--- src/rtl/hazard_control_unit_pkg.sv ---
// Shared CPU pipeline definitions used by the hazard control unit: FSM states,
// register/NOP constants and the control-vector layout driven into the pipeline.
package hazard_control_unit_pkg;

  typedef enum logic {
    RUN      = 1'b0,
    MEM_WAIT = 1'b1
  } hcu_state_e;

  localparam logic [4:0]  ZERO_REG  = 5'd0;
  localparam logic [31:0] NOP_INSTR = 32'h0000_0013;

  typedef struct packed {
    logic pcWrite;
    logic ifidWrite;
    logic ifidFlush;
    logic idexBubble;
    logic pipeHold;
  } hcu_ctrl_t;

  localparam hcu_ctrl_t CTRL_RUN = '{
    pcWrite:    1'b1,
    ifidWrite:  1'b1,
    ifidFlush:  1'b0,
    idexBubble: 1'b0,
    pipeHold:   1'b0
  };

  localparam hcu_ctrl_t CTRL_FREEZE = '{
    pcWrite:    1'b0,
    ifidWrite:  1'b0,
    ifidFlush:  1'b0,
    idexBubble: 1'b0,
    pipeHold:   1'b1
  };

  // x0 is hard-wired to zero, so a load targeting it can never create a dependency.
  function automatic logic isLoadUse(
    input logic       memread,
    input logic [4:0] rd,
    input logic [4:0] rs1,
    input logic [4:0] rs2
  );
    return memread && (rd != ZERO_REG) && ((rd == rs1) || (rd == rs2));
  endfunction

endpackage

--- src/rtl/hazard_control_unit_if.sv ---
// Pipeline-side bundle of the hazard control unit: register ids and event
// flags in, pipeline enables/flushes and performance counters out.
interface hazard_control_unit_if #(
  parameter int CNT_WIDTH = 16
);
  logic [4:0]           rs1_IFID;
  logic [4:0]           rs2_IFID;
  logic [4:0]           rd_IDEX;
  logic                 memread_IDEX;
  logic                 branch_taken_EX;
  logic                 dmem_req;
  logic                 dmem_ready;
  logic                 pc_write;
  logic                 ifid_write;
  logic                 ifid_flush;
  logic                 idex_bubble;
  logic                 pipe_hold;
  logic                 mem_timeout;
  logic [CNT_WIDTH-1:0] stall_cycles;
  logic [CNT_WIDTH-1:0] flush_count;

  modport master (
    output rs1_IFID, rs2_IFID, rd_IDEX, memread_IDEX, branch_taken_EX,
    output dmem_req, dmem_ready,
    input  pc_write, ifid_write, ifid_flush, idex_bubble, pipe_hold,
    input  mem_timeout, stall_cycles, flush_count
  );

  modport slave (
    input  rs1_IFID, rs2_IFID, rd_IDEX, memread_IDEX, branch_taken_EX,
    input  dmem_req, dmem_ready,
    output pc_write, ifid_write, ifid_flush, idex_bubble, pipe_hold,
    output mem_timeout, stall_cycles, flush_count
  );
endinterface

--- src/rtl/hazard_control_unit_sat_counter.sv ---
// Up-counter with enable that sticks at all-ones instead of wrapping.
module sat_counter #(
  parameter int WIDTH = 16
) (
  input  logic             clk,
  input  logic             arst_n,
  input  logic             i_inc,
  output logic [WIDTH-1:0] o_count
);

  logic [WIDTH-1:0] r_count;

  always_ff @(posedge clk or negedge arst_n) begin
    if (!arst_n) begin
      r_count <= '0;
    end else if (i_inc && (r_count != '1)) begin
      r_count <= r_count + 1'b1;
    end
  end

  assign o_count = r_count;

endmodule

--- src/rtl/hazard_control_unit.sv ---
// Pipeline hazard controller: memory-wait freeze, taken-branch flush and
// load-use stall, with a sticky memory timeout and saturating statistics.
module hazard_control_unit
  import hazard_control_unit_pkg::*;
#(
  parameter int CNT_WIDTH = 16,
  parameter int TIMEOUT   = 255
) (
  input  logic                 clk,
  input  logic                 arst_n,
  hazard_control_unit_if.slave bus
);

  localparam int WAIT_W = ($clog2(TIMEOUT + 1) < 1) ? 1 : $clog2(TIMEOUT + 1);
  localparam logic [WAIT_W-1:0] WAIT_MAX    = WAIT_W'(TIMEOUT);
  localparam logic [WAIT_W:0]   TIMEOUT_EXT = (WAIT_W + 1)'(TIMEOUT);
  localparam logic [WAIT_W:0]   ONE_EXT     = (WAIT_W + 1)'(1);

  hcu_state_e        r_state;
  hcu_state_e        w_nextState;
  hcu_ctrl_t         w_ctrl;
  logic              w_loadUse;
  logic              w_evalPipe;
  logic              w_waitClr;
  logic              w_waitInc;
  logic [WAIT_W-1:0] r_waitCnt;
  logic [WAIT_W:0]   w_waitNext;
  logic              r_memTimeout;

  assign w_loadUse  = isLoadUse(bus.memread_IDEX, bus.rd_IDEX, bus.rs1_IFID, bus.rs2_IFID);
  assign w_waitNext = {1'b0, r_waitCnt} + ONE_EXT;

  always_ff @(posedge clk or negedge arst_n) begin
    if (!arst_n) begin
      r_state <= RUN;
    end else begin
      r_state <= w_nextState;
    end
  end

  // Memory freeze wins outright; branch and load-use are only considered once
  // the memory stage is able to advance, and a branch squashes the load-use stall.
  always_comb begin
    w_nextState = r_state;
    w_ctrl      = CTRL_RUN;
    w_evalPipe  = 1'b0;
    w_waitClr   = 1'b0;
    w_waitInc   = 1'b0;
    case (r_state)
      RUN: begin
        if (bus.dmem_req && !bus.dmem_ready) begin
          w_ctrl      = CTRL_FREEZE;
          w_waitClr   = 1'b1;
          w_nextState = MEM_WAIT;
        end else begin
          w_evalPipe = 1'b1;
        end
      end
      MEM_WAIT: begin
        if (!bus.dmem_ready) begin
          w_ctrl    = CTRL_FREEZE;
          w_waitInc = 1'b1;
        end else begin
          w_evalPipe  = 1'b1;
          w_nextState = RUN;
        end
      end
      default: w_nextState = RUN;
    endcase
    if (w_evalPipe) begin
      if (bus.branch_taken_EX) begin
        w_ctrl.ifidFlush  = 1'b1;
        w_ctrl.idexBubble = 1'b1;
      end else if (w_loadUse) begin
        w_ctrl.pcWrite    = 1'b0;
        w_ctrl.ifidWrite  = 1'b0;
        w_ctrl.idexBubble = 1'b1;
      end
    end
    if (!arst_n) begin
      w_ctrl = CTRL_RUN;
    end
  end

  // The wait counter parks at TIMEOUT so it never wraps back under the threshold.
  always_ff @(posedge clk or negedge arst_n) begin
    if (!arst_n) begin
      r_waitCnt    <= '0;
      r_memTimeout <= 1'b0;
    end else begin
      if (w_waitClr) begin
        r_waitCnt <= '0;
      end else if (w_waitInc && (r_waitCnt != WAIT_MAX)) begin
        r_waitCnt <= r_waitCnt + 1'b1;
      end
      if (w_waitInc && (w_waitNext >= TIMEOUT_EXT)) begin
        r_memTimeout <= 1'b1;
      end
    end
  end

  sat_counter #(
    .WIDTH (CNT_WIDTH)
  ) u_stallCounter (
    .clk     (clk),
    .arst_n  (arst_n),
    .i_inc   (!w_ctrl.pcWrite),
    .o_count (bus.stall_cycles)
  );

  sat_counter #(
    .WIDTH (CNT_WIDTH)
  ) u_flushCounter (
    .clk     (clk),
    .arst_n  (arst_n),
    .i_inc   (w_ctrl.ifidFlush),
    .o_count (bus.flush_count)
  );

  assign bus.pc_write    = w_ctrl.pcWrite;
  assign bus.ifid_write  = w_ctrl.ifidWrite;
  assign bus.ifid_flush  = w_ctrl.ifidFlush;
  assign bus.idex_bubble = w_ctrl.idexBubble;
  assign bus.pipe_hold   = w_ctrl.pipeHold;
  assign bus.mem_timeout = r_memTimeout;

endmodule

--- src/flat_wrapper.sv ---
// flat-port wrapper written by rule: the top's interface ports become plain ports
module hazard_control_unit_flat import hazard_control_unit_pkg::*;
#(
  parameter int CNT_WIDTH = 16,
  parameter int TIMEOUT   = 255
)
  (clk, arst_n, bus_rs1_IFID, bus_rs2_IFID, bus_rd_IDEX, bus_memread_IDEX, bus_branch_taken_EX, bus_dmem_req, bus_dmem_ready, bus_pc_write, bus_ifid_write, bus_ifid_flush, bus_idex_bubble, bus_pipe_hold, bus_mem_timeout, bus_stall_cycles, bus_flush_count);
  hazard_control_unit_if #(.CNT_WIDTH(CNT_WIDTH)) bus_i ();
  input  logic clk;
  input  logic arst_n;
  input wire logic [$bits(bus_i.rs1_IFID)-1:0] bus_rs1_IFID;
  input wire logic [$bits(bus_i.rs2_IFID)-1:0] bus_rs2_IFID;
  input wire logic [$bits(bus_i.rd_IDEX)-1:0] bus_rd_IDEX;
  input wire logic [$bits(bus_i.memread_IDEX)-1:0] bus_memread_IDEX;
  input wire logic [$bits(bus_i.branch_taken_EX)-1:0] bus_branch_taken_EX;
  input wire logic [$bits(bus_i.dmem_req)-1:0] bus_dmem_req;
  input wire logic [$bits(bus_i.dmem_ready)-1:0] bus_dmem_ready;
  output wire logic [$bits(bus_i.pc_write)-1:0] bus_pc_write;
  output wire logic [$bits(bus_i.ifid_write)-1:0] bus_ifid_write;
  output wire logic [$bits(bus_i.ifid_flush)-1:0] bus_ifid_flush;
  output wire logic [$bits(bus_i.idex_bubble)-1:0] bus_idex_bubble;
  output wire logic [$bits(bus_i.pipe_hold)-1:0] bus_pipe_hold;
  output wire logic [$bits(bus_i.mem_timeout)-1:0] bus_mem_timeout;
  output wire logic [$bits(bus_i.stall_cycles)-1:0] bus_stall_cycles;
  output wire logic [$bits(bus_i.flush_count)-1:0] bus_flush_count;
  assign bus_i.rs1_IFID = bus_rs1_IFID;
  assign bus_i.rs2_IFID = bus_rs2_IFID;
  assign bus_i.rd_IDEX = bus_rd_IDEX;
  assign bus_i.memread_IDEX = bus_memread_IDEX;
  assign bus_i.branch_taken_EX = bus_branch_taken_EX;
  assign bus_i.dmem_req = bus_dmem_req;
  assign bus_i.dmem_ready = bus_dmem_ready;
  assign bus_pc_write = bus_i.pc_write;
  assign bus_ifid_write = bus_i.ifid_write;
  assign bus_ifid_flush = bus_i.ifid_flush;
  assign bus_idex_bubble = bus_i.idex_bubble;
  assign bus_pipe_hold = bus_i.pipe_hold;
  assign bus_mem_timeout = bus_i.mem_timeout;
  assign bus_stall_cycles = bus_i.stall_cycles;
  assign bus_flush_count = bus_i.flush_count;
  hazard_control_unit #(.CNT_WIDTH(CNT_WIDTH), .TIMEOUT(TIMEOUT)) u_core (.clk(clk), .arst_n(arst_n), .bus(bus_i));
endmodule
--- config.mk ---
export PLATFORM = sky130hd
export DESIGN_NAME = hazard_control_unit_flat
export DESIGN_NICKNAME = d
export VERILOG_FILES = /design/src/rtl/hazard_control_unit_pkg.sv /design/src/rtl/hazard_control_unit_if.sv /design/src/rtl/hazard_control_unit_sat_counter.sv /design/src/rtl/hazard_control_unit.sv /design/src/flat_wrapper.sv
export SDC_FILE = /design/constraint.sdc
export NUM_CORES = 1
export LEC_CHECK = 0
export ABC_AREA = 1
export BUFFER_PORTS_ARGS = -buffer_cell sky130_fd_sc_hd__buf_2
export CAP_MARGIN = 20
export CORE_AREA = 2 2 79 81
export CTS_CLUSTER_SIZE = 28
export DETAILED_ROUTE_END_ITERATION = 8
export DIE_AREA = 0 0 81 83
export HOLD_SLACK_MARGIN = 0.05
export PLACE_DENSITY = 0.71
export SETUP_SLACK_MARGIN = 0.3
export SLEW_MARGIN = 20
export SYNTH_ARGS = -nofsm -noshare
export SYNTH_HDL_FRONTEND = slang
export SYNTH_SLANG_ARGS = --single-unit
--- constraint.sdc ---
create_clock -name clk -period 2.51 [get_ports clk]
set_input_delay 0.6275 -clock clk [delete_from_list [all_inputs] [get_ports clk]]
set_output_delay 0.6275 -clock clk [all_outputs]
set_load 0.005 [all_outputs]
Word-level counts from Yosys, hierarchy flattened --
Index checks and enable logic that the tools add are counted.
Storage, ports and cells: bits in registers 42, input port bits 21, output and inout bits 38, word-level logic and storage cells 48
Operators by class: add/subtract/negate cells 4, order comparisons 1, equality and inequality tests 5, multiplexer cells 20, bitwise gates (word level) 1, reductions and logical operators 12
Operators with widths (count):
- $add A16 B1 Y16 const B | 2
- $ne A16 B16 Y1 const B | 2
- $mux W8 | 2
- $mux W5 | 3
- $eq A5 B5 Y1 | 2
- $pmux W5 S2 | 1
- $add A8 B1 Y9 const B | 1
- $ge A9 B8 Y1 const B | 1
- $mux W1 | 9
- $add A8 B1 Y8 const B | 1
- $ne A8 B8 Y1 const B | 1
- $logic_and A1 B1 Y1 | 7
- $reduce_bool A5 Y1 | 1
- $mux W2 | 2
- $mux W4 | 1
- $pmux W1 S2 | 2
- $logic_not A1 Y1 | 2
- $reduce_bool A2 Y1 | 1
- $logic_or A1 B1 Y1 | 1
- $not A1 Y1 | 1

Depth between registers and ports, before layout --
word-level depth 10, depth in mapped cells 12, gate-level depth less buffers 11

By module --
Synthesis repeated with hierarchy kept, for this count alone.
Second synthesis, totals: cells, all modules 422, area total of the unflattened synthesis 2914.0 um2
Modules (own cells, without submodules):
- sat_counter (u_core.u_stallCounter) | times used 1, cells each 149, area an instance 1058.5 um2, seq. area each 400.4 um2
- sat_counter (u_core.u_flushCounter) | times used 1, cells each 147, area an instance 1031.0 um2, seq. area each 400.4 um2
- hazard_control_unit | times used 1, cells each 126, area an instance 824.5 um2, seq. area each 250.2 um2

Worst setup path after synthesis --
OpenSTA, ideal clock, no wires.
path type in2out, from input port bus_rd_IDEX[0], to output port bus_pc_write, arrival 1.533 ns, required time 1.882 ns, path slack 0.349 ns, stages 11, buffers on the path 2, cell sequence inv_1 nand2_1 nand2_1 nor2_1 nand3_1 nand2_1 nand3_1 nand2_2 buf_4 inv_2 buf_4
Between the ends: cells in the longest elaborated chain, start to end 7, elaborated cells between the ends (all ways) 10, classes of those cells 2 x eq/ne; 4 x mux; 4 x reduce/logical
RTL lines:
- start, declared | line flat_wrapper.sv:13 | input wire logic [$bits(bus_i.rd_IDEX)-1:0] bus_rd_IDEX;
- $eq A5 B5 Y1 or $reduce_bool A5 Y1 (tied branches) | line hazard_control_unit_pkg.sv:44 | return memread && (rd != ZERO_REG) && ((rd == rs1) || (rd == rs2));
- $logic_or A1 B1 Y1 or $logic_and A1 B1 Y1 (tied branches) | line hazard_control_unit_pkg.sv:44
- $logic_and A1 B1 Y1 (*) | line hazard_control_unit_pkg.sv:44
- $mux W2 (*) | line hazard_control_unit.sv:74 | end else if (w_loadUse) begin
- $mux W2 (*) | line hazard_control_unit.sv:71 | if (bus.branch_taken_EX) begin
- $mux W4 (*) | line hazard_control_unit.sv:70 | if (w_evalPipe) begin
- $mux W5 (*) | line hazard_control_unit.sv:80 | if (!arst_n) begin
- end, declared | line flat_wrapper.sv:18 | output wire logic [$bits(bus_i.pc_write)-1:0] bus_pc_write;
Mark *: on every way between the ends. The rest lies on a longest branch, timed or not.

Worst setup path in the final report --
from input port bus_rd_IDEX[0], to output port bus_idex_bubble
Between the ends: cells in the longest elaborated chain, start to end 7, elaborated cells between the ends (all ways) 10, classes of those cells 2 x eq/ne; 4 x mux; 4 x reduce/logical
RTL lines:
- $eq A5 B5 Y1 or $reduce_bool A5 Y1 (tied branches) | line hazard_control_unit_pkg.sv:44
- $logic_or A1 B1 Y1 or $logic_and A1 B1 Y1 (tied branches) | line hazard_control_unit_pkg.sv:44
- $logic_and A1 B1 Y1 (*) | line hazard_control_unit_pkg.sv:44
- $mux W1 (*) | line hazard_control_unit.sv:74
- $mux W1 (*) | line hazard_control_unit.sv:71
- $mux W4 (*) | line hazard_control_unit.sv:70
- $mux W5 (*) | line hazard_control_unit.sv:80
- end, declared | line flat_wrapper.sv:21 | output wire logic [$bits(bus_i.idex_bubble)-1:0] bus_idex_bubble;
Marked as above.

==> summary.md <==
| Metric | Value |
|---|---|
| Area grow syn2layout | 18.6% |
| Drt drc | 0 |
| Static Leak | 1.65 nW |
| Post-synthesis cell area | 0.00257 sq mm |
| Sequence of cells on the critical path | buf_4 > nor2_1 > nor2_1 > nor2_1 > nand3_1 > nand2_2 > a21oi_2 > nor3_2 > buf_2 |
| Routed length on met2 | roughly 2.8 mm |
| Antenna cells | 0 |
| Tcrit/Tclk final | 0.862 |
| Post-synthesis async set-or-reset flop share | 1.00 |
| Clk root buf | clkbuf_8 |
| Drt pass-1 iters | 4 |
| Fin area | approximately 0.003 sq mm |
| Gpl congestion | around 0.93 |
| Top area cells in the synthesized netlist | dfrtp_1, nand2_1, nand3_1 |
| Highest routed layer | met4 |
| Worst Max-Slew Pin Slew | 0.505 ns |
| Data required, critical path | 1.88 ns |
| First-pass GRT wire length | 9.85 mm |
| Yosys warning count | 0 |
| Number of flops mapped to enable cells by yosys | 0 |
| # nets final | 436 |
| Max-slew headroom | 0.663 |
| Vias in the first global route | 2,216 |
| Seq cells post-synth | 42 |
| Tmin final | 2.16 ns |
| CP most frequent cell | nor2_1 |
| Antenna violations before repair | 0 |
| Flop2flop setup slack | slightly below 0.6 ns |
| Detail Route met3 WL | 252 um |
| HP Class | primary input to async pin |
| Core area | 0.00582 sq mm |
| DP Area | 0.00293 sq mm |
| Starting Density | 0.442 |
| Crit path launch type | primary input |
| Final Skew | 0.00557 ns |
| RSZ-0062 raised after global routing | yes |
| Clock transition at path regs | 0.07 ns |
| Io pins | 59 |
| Pwr Density | 618 mW/mm^2 |
| Final setup fails | 0 |
| Syn_area_per_cell | 7.37 sq um |
| Netlist cell types | 28 |
| CP arrival | 1.54 ns |
| DP HPWL | 4.32 mm |
| Synthesized Nets | 374 |
| Primary FF master, synth | dfrtp_1 |
| 1st-iter DRT viols | 105 |
| TritonCTS Buffers | 5 |
| Total GRT Usage | 0.182 |
| Share of cells above drive strength 1 | 0.221 |
| Final Max Tran Viols | 0 |
| CTS H-tree lvls | 2 |
| Die Width | roughly 81 um |
| Via count | 2,382 |
| Die H | 83 um |
| Post-synth top area share | 0.409 |
| Max Cap Viol | 0 |
| Max Fanout on Critical Path | 4 |
| CTS Buffer Depth | 2 |
| Met1 wire length | 2.61 mm |
| Pre-CTS setup slack | ~0.38 ns |
| Grt total ovfl | 0 |
| Critical Setup Path Class | primary input to primary output |
| Highest clock rate | 0.462 GHz |
| Kind of cell adding the most delay to the critical path | simple AND/OR/NAND/NOR gates |
| Final setup TNS | 0 ns |
| Number of setup buffers added after CTS | 0 |
| Sink Count | 42 |
| PortBufs | 58 |
| Largest stage delay on the critical path | 0.17 ns |
| Final hold violations | 0 |
| Rows | 28 |
| Post-Syn Instances | 349 |
| Crit. End Element | primary output |
| Number of buffers and inverters on the critical path | 2 |
| Avg WL per Cell | 11.6 um |
| Hold buffer count at cts | 0 |
| Crit-path slowest cell | nor3_2 |
| CTS tree | done |
| Total die area | 0.00672 sq mm |
| Post-synth top area cell | dfrtp_1 |
| Max VDD drop | 395 uV |
| Largest net degree at the start of global routing | 41 |
| Via density | between 4 and 5 |
| Antenna-violating nets left | 0 |
| Skew-Pair Late Insertion Delay | 0.29 ns |
| Final setup margin | 0.346 ns |
| Outcome | finished, final reports clean |
| Sequential fraction of the synthesis area | 0.409 |
| Total routed wirelength | around 5.7 mm |
[layer usage]
metal,GRT usage,up-vias
li1,-,1224
met1,0.236,1107
met2,0.298,46
met3,0.0500,5
met4,0.0447,0
met5,0,-
[Yosys cell counts (4+ instances only)]
library cell and number:
nand2_1 102, dfrtp_1 42, nand3_1 38, inv_1 37
nor2_1 32, xor2_1 20, inv_2 10, nor3_1 10
xnor2_1 10, o21ai_1 8, nand4_1 6, ha_1 4
nand2_2 4
[state kept, by name, summed over array words and instances, names as in the netlist]
signal / flops
u_core.u_stallCounter.o_count: 16
u_core.u_flushCounter.o_count: 16
u_core.bus.mem_timeout: 1
u_core.r_waitCnt: 8
u_core.r_state: 1
[final cells by class]
cell class	count	area, sq um
repair buffers	60	319
fillers	600	2760
clock buffers	7	86.3
clock inverters	1	5.00
well taps	75	93.8
flip-flops and latches	42	1050
multi-input cells	255	1320
inverters	47	176
[timing repair]
item,4_1_cts,5_1_grt
endpoints found under the hold margin,0,0
gates resized for setup,0,8
setup endpoints to repair,0,3
[cells by family after synthesis]
group / Yosys count / synth area share
AO/OA/AOI/OAI: 19 / 0.0399
XOR/XNOR: 30 / 0.102
adder cells (fa/ha/maj): 4 / 0.0195
buffers and inverters: 52 / 0.0837
flip-flops: 42 / 0.409
AND/OR/NAND/NOR: 202 / 0.346
[worst paths after layout]
check | startpoint | cells past startpoint | end
setup / recovery | bus_rd_IDEX[0] | 9 | bus_idex_bubble
hold / removal | arst_n | 1 | u_core.r_state
setup reg to reg | u_core.u_stallCounter.o_count[0] | 9 | u_core.u_stallCounter.o_count[1]
hold reg to reg | u_core.bus.mem_timeout | 2 | u_core.bus.mem_timeout
max in group asynchronous | arst_n | 2 | u_core.u_flushCounter.o_count[10]
min in group clk | u_core.bus.mem_timeout | 2 | u_core.bus.mem_timeout
[placed cells by master, fill, tap and decap left out]
master and n:
dfrtp_1 42, nand3_1 38, nand2_1 100, buf_6 1, xor2_1 20, nor3_2 2, clkinv_2 1, a21oi_1 2
inv_2 10, o21ai_1 8, nand3b_1 2, o211ai_1 1, a21oi_2 1, xnor2_1 10, nand2_4 1, nor3_1 9
o21ai_0 3, o22ai_1 3, clkbuf_8 6, nor2_2 2, a31oi_1 1, ha_1 4, nand3b_2 1, buf_2 54
nor3b_2 1, nand4_1 6, nor2_1 32, buf_4 5, nor4_1 2, clkbuf_1 1, nand2_2 6, inv_1 37
[stage by stage]
stage | std cells | hold WS [ns] | util | total power (W)
floorplan | 349 | 0.332 | - | 0.00124
global placement | 479 | 0.441 | 0.504 | 0.00143
detailed placement | 479 | 0.441 | 0.504 | 0.00145
CTS | 487 | 0.126 | 0.520 | 0.00191
global route | 487 | 0.127 | 0.525 | 0.00203
finish | 487 | 0.130 | 0.525 | 0.00189
[power breakdown]
| group | switching, W | total (W) | internal, W |
|---|---|---|---|
| Combinational | 0.000275 | 0.000499 | 0.000224 |
| Clock | 0.000231 | 0.000453 | 0.000222 |
| Sequential | 0.000138 | 0.000935 | 0.000797 |
| Total | 0.000644 | 0.00189 | 0.00124 |
[worst reg2reg max path, delay by kind of cell (launching register included)]
| family | cells | cell delay (ns) |
|---|---|---|
| fa+ha+maj | 1 | 0.21 |
| flops | 1 | 0.40 |
| simple gates | 8 | 1.26 |
Power figures use the tool's default switching activity.
